$ cat src/rtl/muldiv_unit_pkg.sv
// Shared definitions for the HI/LO multiply/divide unit: op codes, FSM states
// and a conditional two's-complement negate used for divide sign handling.
package muldiv_unit_pkg;

    localparam logic [2:0] MD_MULT  = 3'd0;
    localparam logic [2:0] MD_MULTU = 3'd1;
    localparam logic [2:0] MD_DIV   = 3'd2;
    localparam logic [2:0] MD_DIVU  = 3'd3;
    localparam logic [2:0] MD_MTHI  = 3'd4;
    localparam logic [2:0] MD_MTLO  = 3'd5;

    localparam int MD_DIV_ITERS = 32;

    typedef enum logic [1:0] {
        ST_IDLE = 2'd0,
        ST_MUL  = 2'd1,
        ST_DIV  = 2'd2,
        ST_FIX  = 2'd3
    } md_state_e;

    function automatic logic [31:0] md_cneg(input logic [31:0] v, input logic neg);
        return neg ? (32'd0 - v) : v;
    endfunction

endpackage

$ cat src/rtl/muldiv_unit_if.sv
// Request/result bundle between the EX stage and the multiply/divide unit.
interface muldiv_unit_if;
    logic        start;
    logic [2:0]  op;
    logic [31:0] a;
    logic [31:0] b;
    logic        flush;
    logic        busy;
    logic        done;
    logic [31:0] hi;
    logic [31:0] lo;

    modport master (output start, op, a, b, flush, input busy, done, hi, lo);
    modport slave  (input start, op, a, b, flush, output busy, done, hi, lo);
endinterface

$ cat src/rtl/muldiv_unit_div_restoring.sv
// Iterative unsigned 32-bit restoring divider: one quotient bit per edge,
// 'last' is high during the cycle whose edge performs the final step.
module div_restoring #(
    parameter int ITERS = 32
) (
    input  logic        clk,
    input  logic        reset,
    input  logic        load,
    input  logic        flush,
    input  logic [31:0] dividend,
    input  logic [31:0] divisor,
    output logic        last,
    output logic [31:0] quotient,
    output logic [31:0] remainder
);
    localparam logic [5:0] LAST_CNT = 6'(ITERS - 1);

    logic [31:0] rem_r;
    logic [31:0] quo_r;
    logic [31:0] dvs_r;
    logic [5:0]  cnt_r;
    logic        run_r;
    logic [32:0] shifted_s;
    logic [32:0] diff_s;
    logic        fits_s;

    // Trial subtraction of the divisor from the shifted partial remainder
    always_comb begin
        shifted_s = {rem_r, quo_r[31]};
        diff_s    = shifted_s - {1'b0, dvs_r};
        fits_s    = ~diff_s[32];
    end

    // Iteration state: load operands, then shift one bit in per edge
    always_ff @(posedge clk) begin
        if (reset) begin
            rem_r <= 32'd0;
            quo_r <= 32'd0;
            dvs_r <= 32'd0;
            cnt_r <= 6'd0;
            run_r <= 1'b0;
        end else if (flush) begin
            run_r <= 1'b0;
        end else if (load) begin
            rem_r <= 32'd0;
            quo_r <= dividend;
            dvs_r <= divisor;
            cnt_r <= 6'd0;
            run_r <= 1'b1;
        end else if (run_r) begin
            rem_r <= fits_s ? diff_s[31:0] : shifted_s[31:0];
            quo_r <= {quo_r[30:0], fits_s};
            cnt_r <= cnt_r + 6'd1;
            run_r <= (cnt_r != LAST_CNT);
        end
    end

    assign last      = run_r && (cnt_r == LAST_CNT);
    assign quotient  = quo_r;
    assign remainder = rem_r;
endmodule

$ cat src/rtl/muldiv_unit.sv
// MIPS multiply/divide unit owning HI/LO; multi-cycle ops raise busy so the
// pipeline stalls later HI/LO accesses until the result is written.
module muldiv_unit
    import muldiv_unit_pkg::*;
#(
    parameter int MUL_CYCLES = 2,
    parameter int DIV_ITERS  = MD_DIV_ITERS
) (
    input  logic          clk,
    input  logic          reset,
    muldiv_unit_if.slave  bus
);
    localparam int         MUL_LOAD_I = (MUL_CYCLES > 1) ? (MUL_CYCLES - 2) : 0;
    localparam logic [1:0] MUL_LOAD   = MUL_LOAD_I[1:0];

    md_state_e   state_r;
    logic        busy_r;
    logic        done_r;
    logic [31:0] hi_r;
    logic [31:0] lo_r;
    logic [63:0] prod_r;
    logic [1:0]  mul_cnt_r;
    logic        qneg_r;
    logic        rneg_r;
    logic        bzero_r;
    logic [31:0] a_orig_r;

    logic        accept_s;
    logic        mul_signed_s;
    logic [63:0] mul_a_s;
    logic [63:0] mul_b_s;
    logic [63:0] product_s;
    logic        div_signed_s;
    logic        sa_s;
    logic        sb_s;
    logic        div_load_s;
    logic [31:0] dvd_abs_s;
    logic [31:0] dvs_abs_s;
    logic        div_last_s;
    logic [31:0] div_quo_s;
    logic [31:0] div_rem_s;
    logic [31:0] q_fix_s;
    logic [31:0] r_fix_s;

    // Operand conditioning: one shared 64x64 product, divide magnitudes and signs
    always_comb begin
        accept_s     = bus.start && !bus.flush && (state_r == ST_IDLE);
        mul_signed_s = (bus.op == MD_MULT);
        mul_a_s      = {{32{mul_signed_s & bus.a[31]}}, bus.a};
        mul_b_s      = {{32{mul_signed_s & bus.b[31]}}, bus.b};
        product_s    = mul_a_s * mul_b_s;
        div_signed_s = (bus.op == MD_DIV);
        sa_s         = div_signed_s & bus.a[31];
        sb_s         = div_signed_s & bus.b[31];
        dvd_abs_s    = md_cneg(bus.a, sa_s);
        dvs_abs_s    = md_cneg(bus.b, sb_s);
        div_load_s   = accept_s && ((bus.op == MD_DIV) || (bus.op == MD_DIVU));
        q_fix_s      = md_cneg(div_quo_s, qneg_r);
        r_fix_s      = md_cneg(div_rem_s, rneg_r);
    end

    div_restoring #(.ITERS(DIV_ITERS)) u_div (
        .clk       (clk),
        .reset     (reset),
        .load      (div_load_s),
        .flush     (bus.flush),
        .dividend  (dvd_abs_s),
        .divisor   (dvs_abs_s),
        .last      (div_last_s),
        .quotient  (div_quo_s),
        .remainder (div_rem_s)
    );

    // Control FSM with registered busy/done and the architectural HI/LO
    always_ff @(posedge clk) begin
        if (reset) begin
            state_r   <= ST_IDLE;
            busy_r    <= 1'b0;
            done_r    <= 1'b0;
            hi_r      <= 32'd0;
            lo_r      <= 32'd0;
            prod_r    <= 64'd0;
            mul_cnt_r <= 2'd0;
            qneg_r    <= 1'b0;
            rneg_r    <= 1'b0;
            bzero_r   <= 1'b0;
            a_orig_r  <= 32'd0;
        end else begin
            done_r <= 1'b0;
            if (bus.flush) begin
                // Cancellation wins over both a new request and a pending write
                state_r <= ST_IDLE;
                busy_r  <= 1'b0;
            end else begin
                case (state_r)
                    ST_IDLE: begin
                        if (bus.start) begin
                            case (bus.op)
                                MD_MULT, MD_MULTU: begin
                                    if (MUL_CYCLES == 1) begin
                                        hi_r   <= product_s[63:32];
                                        lo_r   <= product_s[31:0];
                                        done_r <= 1'b1;
                                    end else begin
                                        prod_r    <= product_s;
                                        mul_cnt_r <= MUL_LOAD;
                                        state_r   <= ST_MUL;
                                        busy_r    <= 1'b1;
                                    end
                                end
                                MD_DIV, MD_DIVU: begin
                                    qneg_r   <= sa_s ^ sb_s;
                                    rneg_r   <= sa_s;
                                    bzero_r  <= (bus.b == 32'd0);
                                    a_orig_r <= bus.a;
                                    state_r  <= ST_DIV;
                                    busy_r   <= 1'b1;
                                end
                                MD_MTHI: begin
                                    hi_r   <= bus.a;
                                    done_r <= 1'b1;
                                end
                                MD_MTLO: begin
                                    lo_r   <= bus.a;
                                    done_r <= 1'b1;
                                end
                                default: begin
                                    state_r <= ST_IDLE;
                                end
                            endcase
                        end
                    end
                    ST_MUL: begin
                        if (mul_cnt_r == 2'd0) begin
                            hi_r    <= prod_r[63:32];
                            lo_r    <= prod_r[31:0];
                            done_r  <= 1'b1;
                            state_r <= ST_IDLE;
                            busy_r  <= 1'b0;
                        end else begin
                            mul_cnt_r <= mul_cnt_r - 2'd1;
                        end
                    end
                    ST_DIV: begin
                        if (div_last_s) begin
                            state_r <= ST_FIX;
                        end
                    end
                    ST_FIX: begin
                        // Divide by zero returns all-ones quotient and the raw dividend
                        if (bzero_r) begin
                            lo_r <= 32'hFFFF_FFFF;
                            hi_r <= a_orig_r;
                        end else begin
                            lo_r <= q_fix_s;
                            hi_r <= r_fix_s;
                        end
                        done_r  <= 1'b1;
                        state_r <= ST_IDLE;
                        busy_r  <= 1'b0;
                    end
                    default: begin
                        state_r <= ST_IDLE;
                        busy_r  <= 1'b0;
                    end
                endcase
            end
        end
    end

    assign bus.busy = busy_r;
    assign bus.done = done_r;
    assign bus.hi   = hi_r;
    assign bus.lo   = lo_r;
endmodule

$ cat src/flat_wrapper.sv
// flat-port wrapper written by rule: the top's interface ports become plain ports
module muldiv_unit_flat import muldiv_unit_pkg::*;
#(
    parameter int MUL_CYCLES = 2,
    parameter int DIV_ITERS  = MD_DIV_ITERS
)
  (clk, reset, bus_start, bus_op, bus_a, bus_b, bus_flush, bus_busy, bus_done, bus_hi, bus_lo);
  muldiv_unit_if bus_i ();
  input  logic clk;
  input  logic reset;
  input wire logic [$bits(bus_i.start)-1:0] bus_start;
  input wire logic [$bits(bus_i.op)-1:0] bus_op;
  input wire logic [$bits(bus_i.a)-1:0] bus_a;
  input wire logic [$bits(bus_i.b)-1:0] bus_b;
  input wire logic [$bits(bus_i.flush)-1:0] bus_flush;
  output wire logic [$bits(bus_i.busy)-1:0] bus_busy;
  output wire logic [$bits(bus_i.done)-1:0] bus_done;
  output wire logic [$bits(bus_i.hi)-1:0] bus_hi;
  output wire logic [$bits(bus_i.lo)-1:0] bus_lo;
  assign bus_i.start = bus_start;
  assign bus_i.op = bus_op;
  assign bus_i.a = bus_a;
  assign bus_i.b = bus_b;
  assign bus_i.flush = bus_flush;
  assign bus_busy = bus_i.busy;
  assign bus_done = bus_i.done;
  assign bus_hi = bus_i.hi;
  assign bus_lo = bus_i.lo;
  muldiv_unit #(.MUL_CYCLES(MUL_CYCLES), .DIV_ITERS(DIV_ITERS)) u_core (.clk(clk), .reset(reset), .bus(bus_i));
endmodule
$ cat config.mk
export PLATFORM = sky130hd
export DESIGN_NAME = muldiv_unit_flat
export DESIGN_NICKNAME = d
export VERILOG_FILES = /design/src/rtl/muldiv_unit_pkg.sv /design/src/rtl/muldiv_unit_if.sv /design/src/rtl/muldiv_unit_div_restoring.sv /design/src/rtl/muldiv_unit.sv /design/src/flat_wrapper.sv
export SDC_FILE = /design/constraint.sdc
export NUM_CORES = 2
export LEC_CHECK = 0
export ABC_CLOCK_PERIOD_IN_PS = 9100
export CORE_UTILIZATION = 34
export DETAILED_ROUTE_END_ITERATION = 10
export PLACE_DENSITY = 0.61
export SYNTH_ARGS = -nofsm -noshare
export SYNTH_HDL_FRONTEND = slang
export SYNTH_SLANG_ARGS = --single-unit
$ cat constraint.sdc
create_clock -name clk -period 9.1 [get_ports clk]
set_input_delay 1.365 -clock clk [delete_from_list [all_inputs] [get_ports clk]]
set_output_delay 1.365 -clock clk [all_outputs]
set_load 0.01 [all_outputs]
After elaboration in Yosys (flattened, before gate mapping)
Cells that the tools add are included.
{ "totals": {"ff_bits": 272, "input_bits": 71} }
{ "classes": {"add_sub_neg": 7, "multipliers": 1, "n_eq_ne": 19, "muxes": 40, "n_bitwise": 7, "reduce_logical": 27} }
{ "op_table": {"columns": ["operator", "count"], "rows": [
  ["$mux W32", 17],
  ["$pmux W32 S3", 2],
  ["$sub A1 B32 Y32 const A", 4],
  ["$mul A33 B33 Y64", 1],
  ["$sub A33 B32 Y33", 1],
  ["$logic_not A32 Y1", 1],
  ["$reduce_and A4 Y1", 4],
  ["$reduce_and A5 Y1", 3],
  ["$ne A2 B2 Y1 const B", 7],
  ["$mux W2", 6],
  ["$mux W6", 2],
  ["$mux W1", 8],
  ["$pmux W2 S4", 1],
  ["$reduce_or A2 Y1", 4],
  ["$add A6 B1 Y6 const B", 1],
  ["$eq A3 B2 Y1 const B", 2],
  ["$eq A3 B3 Y1 const B", 2],
  ["$eq A6 B5 Y1 const B", 1],
  ["$ne A6 B5 Y1 const B", 1],
  ["$pmux W1 S3", 2],
  ["$pmux W2 S3", 1],
  ["$and A1 B1 Y1", 4],
  ["$eq A2 B2 Y1 const B", 2],
  ["$logic_and A1 B1 Y1", 4],
  ["other kinds (15)", 20]
]} }

Logic depth before layout (Yosys ltp)
{ "logic_depth": {"ltp_word": 6, "depth_mapped": 33, "ltp_nobuf": 29} }

Cells and area by module
Synthesis repeated with hierarchy kept, for this count alone.
{ "unflattened": {"cells_unflattened": 6385, "hier_area_um2": 54006.8} }
{ "modules_own_cells": {"columns": ["mod", "n_inst", "cells_each", "area_per_inst_um2"], "rows": [
  ["muldiv_unit", 1, 5649, 48087.4],
  ["div_restoring", 1, 736, 5919.4]
]} }

Least setup slack after synthesis
Ideal clock, no wire load.
{ "synth_timing": {"kind": "input port to flip-flop", "from": "in bus_op[1]", "to": "reg u_core.prod_r[63]", "setup_ps": 86, "arrival_time_ps": 9502, "t_required_ps": 9014, "path_slack_ps": -488, "cell_stages": 32, "path_cell_list": "clkbuf_1 nor3_1 clkbuf_1 and2_1 clkbuf_1 nand2_1 inv_1 fa_1 inv_1 fa_1 inv_1 fa_1 fa_1 inv_1 fa_1 inv_1 fa_1 inv_1 fa_1 fa_1 inv_1 ha_1 clkbuf_1 and3_1 a31oi_1 o211ai_1 a21oi_1 nand3_1 a221oi_1 o21ai_1 xnor2_1 a211oi_1"} }
{ "synth_via": {"elab_chain_len": 3, "word_cells_on_any_way": 7} }
{ "synth_rtl": {"columns": ["element", "line", "rtl"], "rows": [
  ["start, declared", "flat_wrapper.sv:12", "input wire logic [$bits(bus_i.op)-1:0] bus_op;"],
  ["$logic_not A3 Y1 / $eq A3 B1 Y1 (equally long branches)", "muldiv_unit.sv:48, muldiv_unit.sv:98", null],
  ["$and A1 B1 Y1, or another cell as far along", "muldiv_unit.sv:49", "mul_a_s = {{32{mul_signed_s & bus.a[31]}}, bus.a};"],
  ["$mul A33 B33 Y64 / $reduce_and A4 Y1 (equally long branches)", null, null],
  ["end signal, assigned", "muldiv_unit.sv:105", "prod_r <= product_s;"],
  ["end, declared", "muldiv_unit.sv:21", "logic [63:0] prod_r;"]
]} }
Parallel ways exist; a longest one is shown, timed or not.
A chain may end at the register's enable or synchronous reset.

Worst setup path in the final report
{ "layout_timing": {"from": "in bus_op[0]", "to": "reg u_core.prod_r[62]"} }
Same word-level chain as after synthesis.

==> results.md <==
- Status: finished, final reports clean
- Unrepaired setup endpoints after global routing: yes
- Initial Util: 0.342
- Post-Place Cells: 8541
- Fmax: 113 MHz
- Hold Path Class: register to register
- Longest Clk Path Bufs: 3
- Core area: 156000 um2
- Worst-Margin Slew: 1170 ps
- Synth warnings: 0
- Initial DRC Count: 3443
- Top_reg_cell synth: dfxtp_1
- Max-cap viol count: 0
- Cell variety after synth: 76
- # IOs: 137
- Initial antenna violation count: 11
- GRT met2 Usage: 0.357
- Post-synth EDFFs: 0
- Final non-filler cell total: 8597
- Critical Path Max Stage Delay: 600 ps
- Final setup margin: 262 ps
- Area grow syn2layout: 14.0%
- CTS hold repair buffers: 0
- Fin. Hold Viols: 0
- Worst Setup SP: bus_op[0]
- Number of I/O port buffers: 136
- Yosys reg bits: 272
- Die H: 398 um
- Post-DP HPWL: 142 mm
- Cells after Synth: 6285
- FF-to-FF End: u_core.u_div.remainder[21]
- Share of layout cells above drive strength 1: 0.103
- Final core utilization: 0.390
- Final Max Slew Viols: 0
- Setup violators final: 0
- CTS tree: built
- GRT Residual Overflow: 0
- Root Buffer: clkbuf_16
- Final ANT Viol Nets: 0
- Tot GR Track Use: 0.219
- Max-slew headroom: 0.220
- WL final: 171 mm
- Slowest cell on the critical path: fa_2
- Netlist Area Pre-Place: 53400 um2
- Worst Path Max Fanout: 7
- Setup slack, reg-to-reg: 4890 ps
- Nets: 7963
- Clock Latency Late Sink: 580 ps
- Hold endpoint: u_core.prod_r[31]
- Cell Rows: 145
- M1 GR Usage: 0.309
- Buf/Inv on CP: 7
- GRT Max-Usage Layer: met2
- Register-to-Register Path Depth: 13
- Crit path top cell by count: fa_1
- DR vias: 43800
- Via density: 5.10
- Most frequent cells in the layout: inv_1 (1193), fa_1 (1121), nand2_1 (1092)
- Die Wd: 398 um
- Met3 Usage GRT: 0.0284
- Worst Setup Slack post-DPL: -594 ps
- CP top delay family: adder cells
- Kind of critical path: input pin to register
- Crit. End Element: register
- Hold Crit Depth: 2
- Clock Sinks: 272
- Skew final: 40.8 ps
- FF-to-FF Start: u_core.u_div.quotient[31]
- First-pass GRT wire length: 270 mm
- Setup_tns: 0 ps
- Synth Area per Inst: 8.50 um2
- Vias in the first global route: 46000
- Drt pass-1 iters: 6
- Hold_sp: u_core.prod_r[31]
- Die area: 159000 um2
- Layout fillers: 15700
- Async set-reset flop share out of synthesis: 0
- H-tree lvl count: 1
- Crit path time final: 8840 ps
- Avg WL per Cell: 19.9 um
- Remaining DRCs: 0
- Period utilization: 0.971
- Post-synthesis sequential area ratio: 0.102
- CTS Buf Count: 27
- Largest net degree at the start of global routing: 93
- Startpoint types: input pin
- Most common cell after layout, fill and taps aside: inv_1
- Placer Congestion: 0.922
- Synthesized net count: 7732
- WP data arrival: 9260 ps
- CP required: 9520 ps
- Clock-pin slew on the worst setup and hold paths: 60 ps
cells in the mapped netlist, types with 86 or more instances:
cell	count	area [um2]
fa_1	1126	22500
ha_1	250	3130
inv_1	1199	4500
xnor2_1	130	1140
a21oi_1	276	1380
clkbuf_1	353	1330
nand2_1	1094	4110
nor2_1	267	1000
dfxtp_1	272	5450
and2_1	295	1850
xor2_1	86	753
o21ai_0	163	816
through the flow:
stage,cell area (um2),hold WS [ps]
after global placement,59800,440
after floorplan,53500,421
after detailed placement,59800,445
after CTS,60700,453
final,60900,454
after global routing,60900,463
final cells by class:
type	count	area [um2]	area share
Sequential cell	272	5450	0.0894
Clock inverter	11	166	0.00273
Antenna cell	6	15.0	0.000246
Inverter	1200	4510	0.0740
Tap cell	2058	2570	0.0423
Multi-Input combinational cell	4379	42100	0.690
Clock buffer	35	736	0.0121
Timing Repair Buffer	636	5420	0.0889
worst max path at each step:
stage,depth (start not counted),slack [ps],to
2_1_floorplan,28,9,u_core.prod_r[62]
6_report,28,260,u_core.prod_r[62]
5_1_grt,28,-50,u_core.prod_r[62]
3_3_place_gp,31,-550,u_core.prod_r[61]
3_5_place_dp,31,-590,u_core.prod_r[63]
4_1_cts,33,30,u_core.prod_r[62]
cell families after synthesis:
group	share of synthesized area
xor+xnor	0.0354
fa+ha+maj	0.480
simple gates	0.160
buf+inv	0.115
compound gates	0.0948
mux	0.0122
flops	0.102
repair_timing:
| item | CTS | global route |
|---|---|---|
| resized for setup | 2 | 43 |
| setup buffers | 0 | 4 |
| setup endpoints to repair | 3 | 20 |
| pin swaps | 0 | 29 |
worst reg2reg max path: stages, from the launching register on:
cell and delay (ps):
dfxtp_1 450, inv_1 70, ha_1 200, inv_1 70, fa_1 220, a211oi_1 120
o21ai_1 310, nand3_1 170, o211ai_1 420, a31oi_1 280, o2111a_1 300, a211o_2 690
or3b_1 520, a32o_1 260
state kept, by name, indices dropped and copies added, names as in the netlist, 6 cells and up:
register                cells
u_core.prod_r              64
u_core.a_orig_r            32
u_core.bus.hi              32
u_core.bus.lo              32
u_core.u_div.dvs_r         32
u_core.u_div.quotient      32
u_core.u_div.remainder     32
u_core.u_div.cnt_r          6
metal layers:
layer | vias to the layer above | share of wire
met4 | 12 | 0.023
met3 | 220 | 0.077
met2 | 1608 | 0.46
li1 | 19600 | -
met5 | - | 0.00044
met1 | 22400 | 0.44
Power is left out: the tool's default activity adds up to more than one toggle a clock period on the data nets, which glitch-free logic cannot reach.
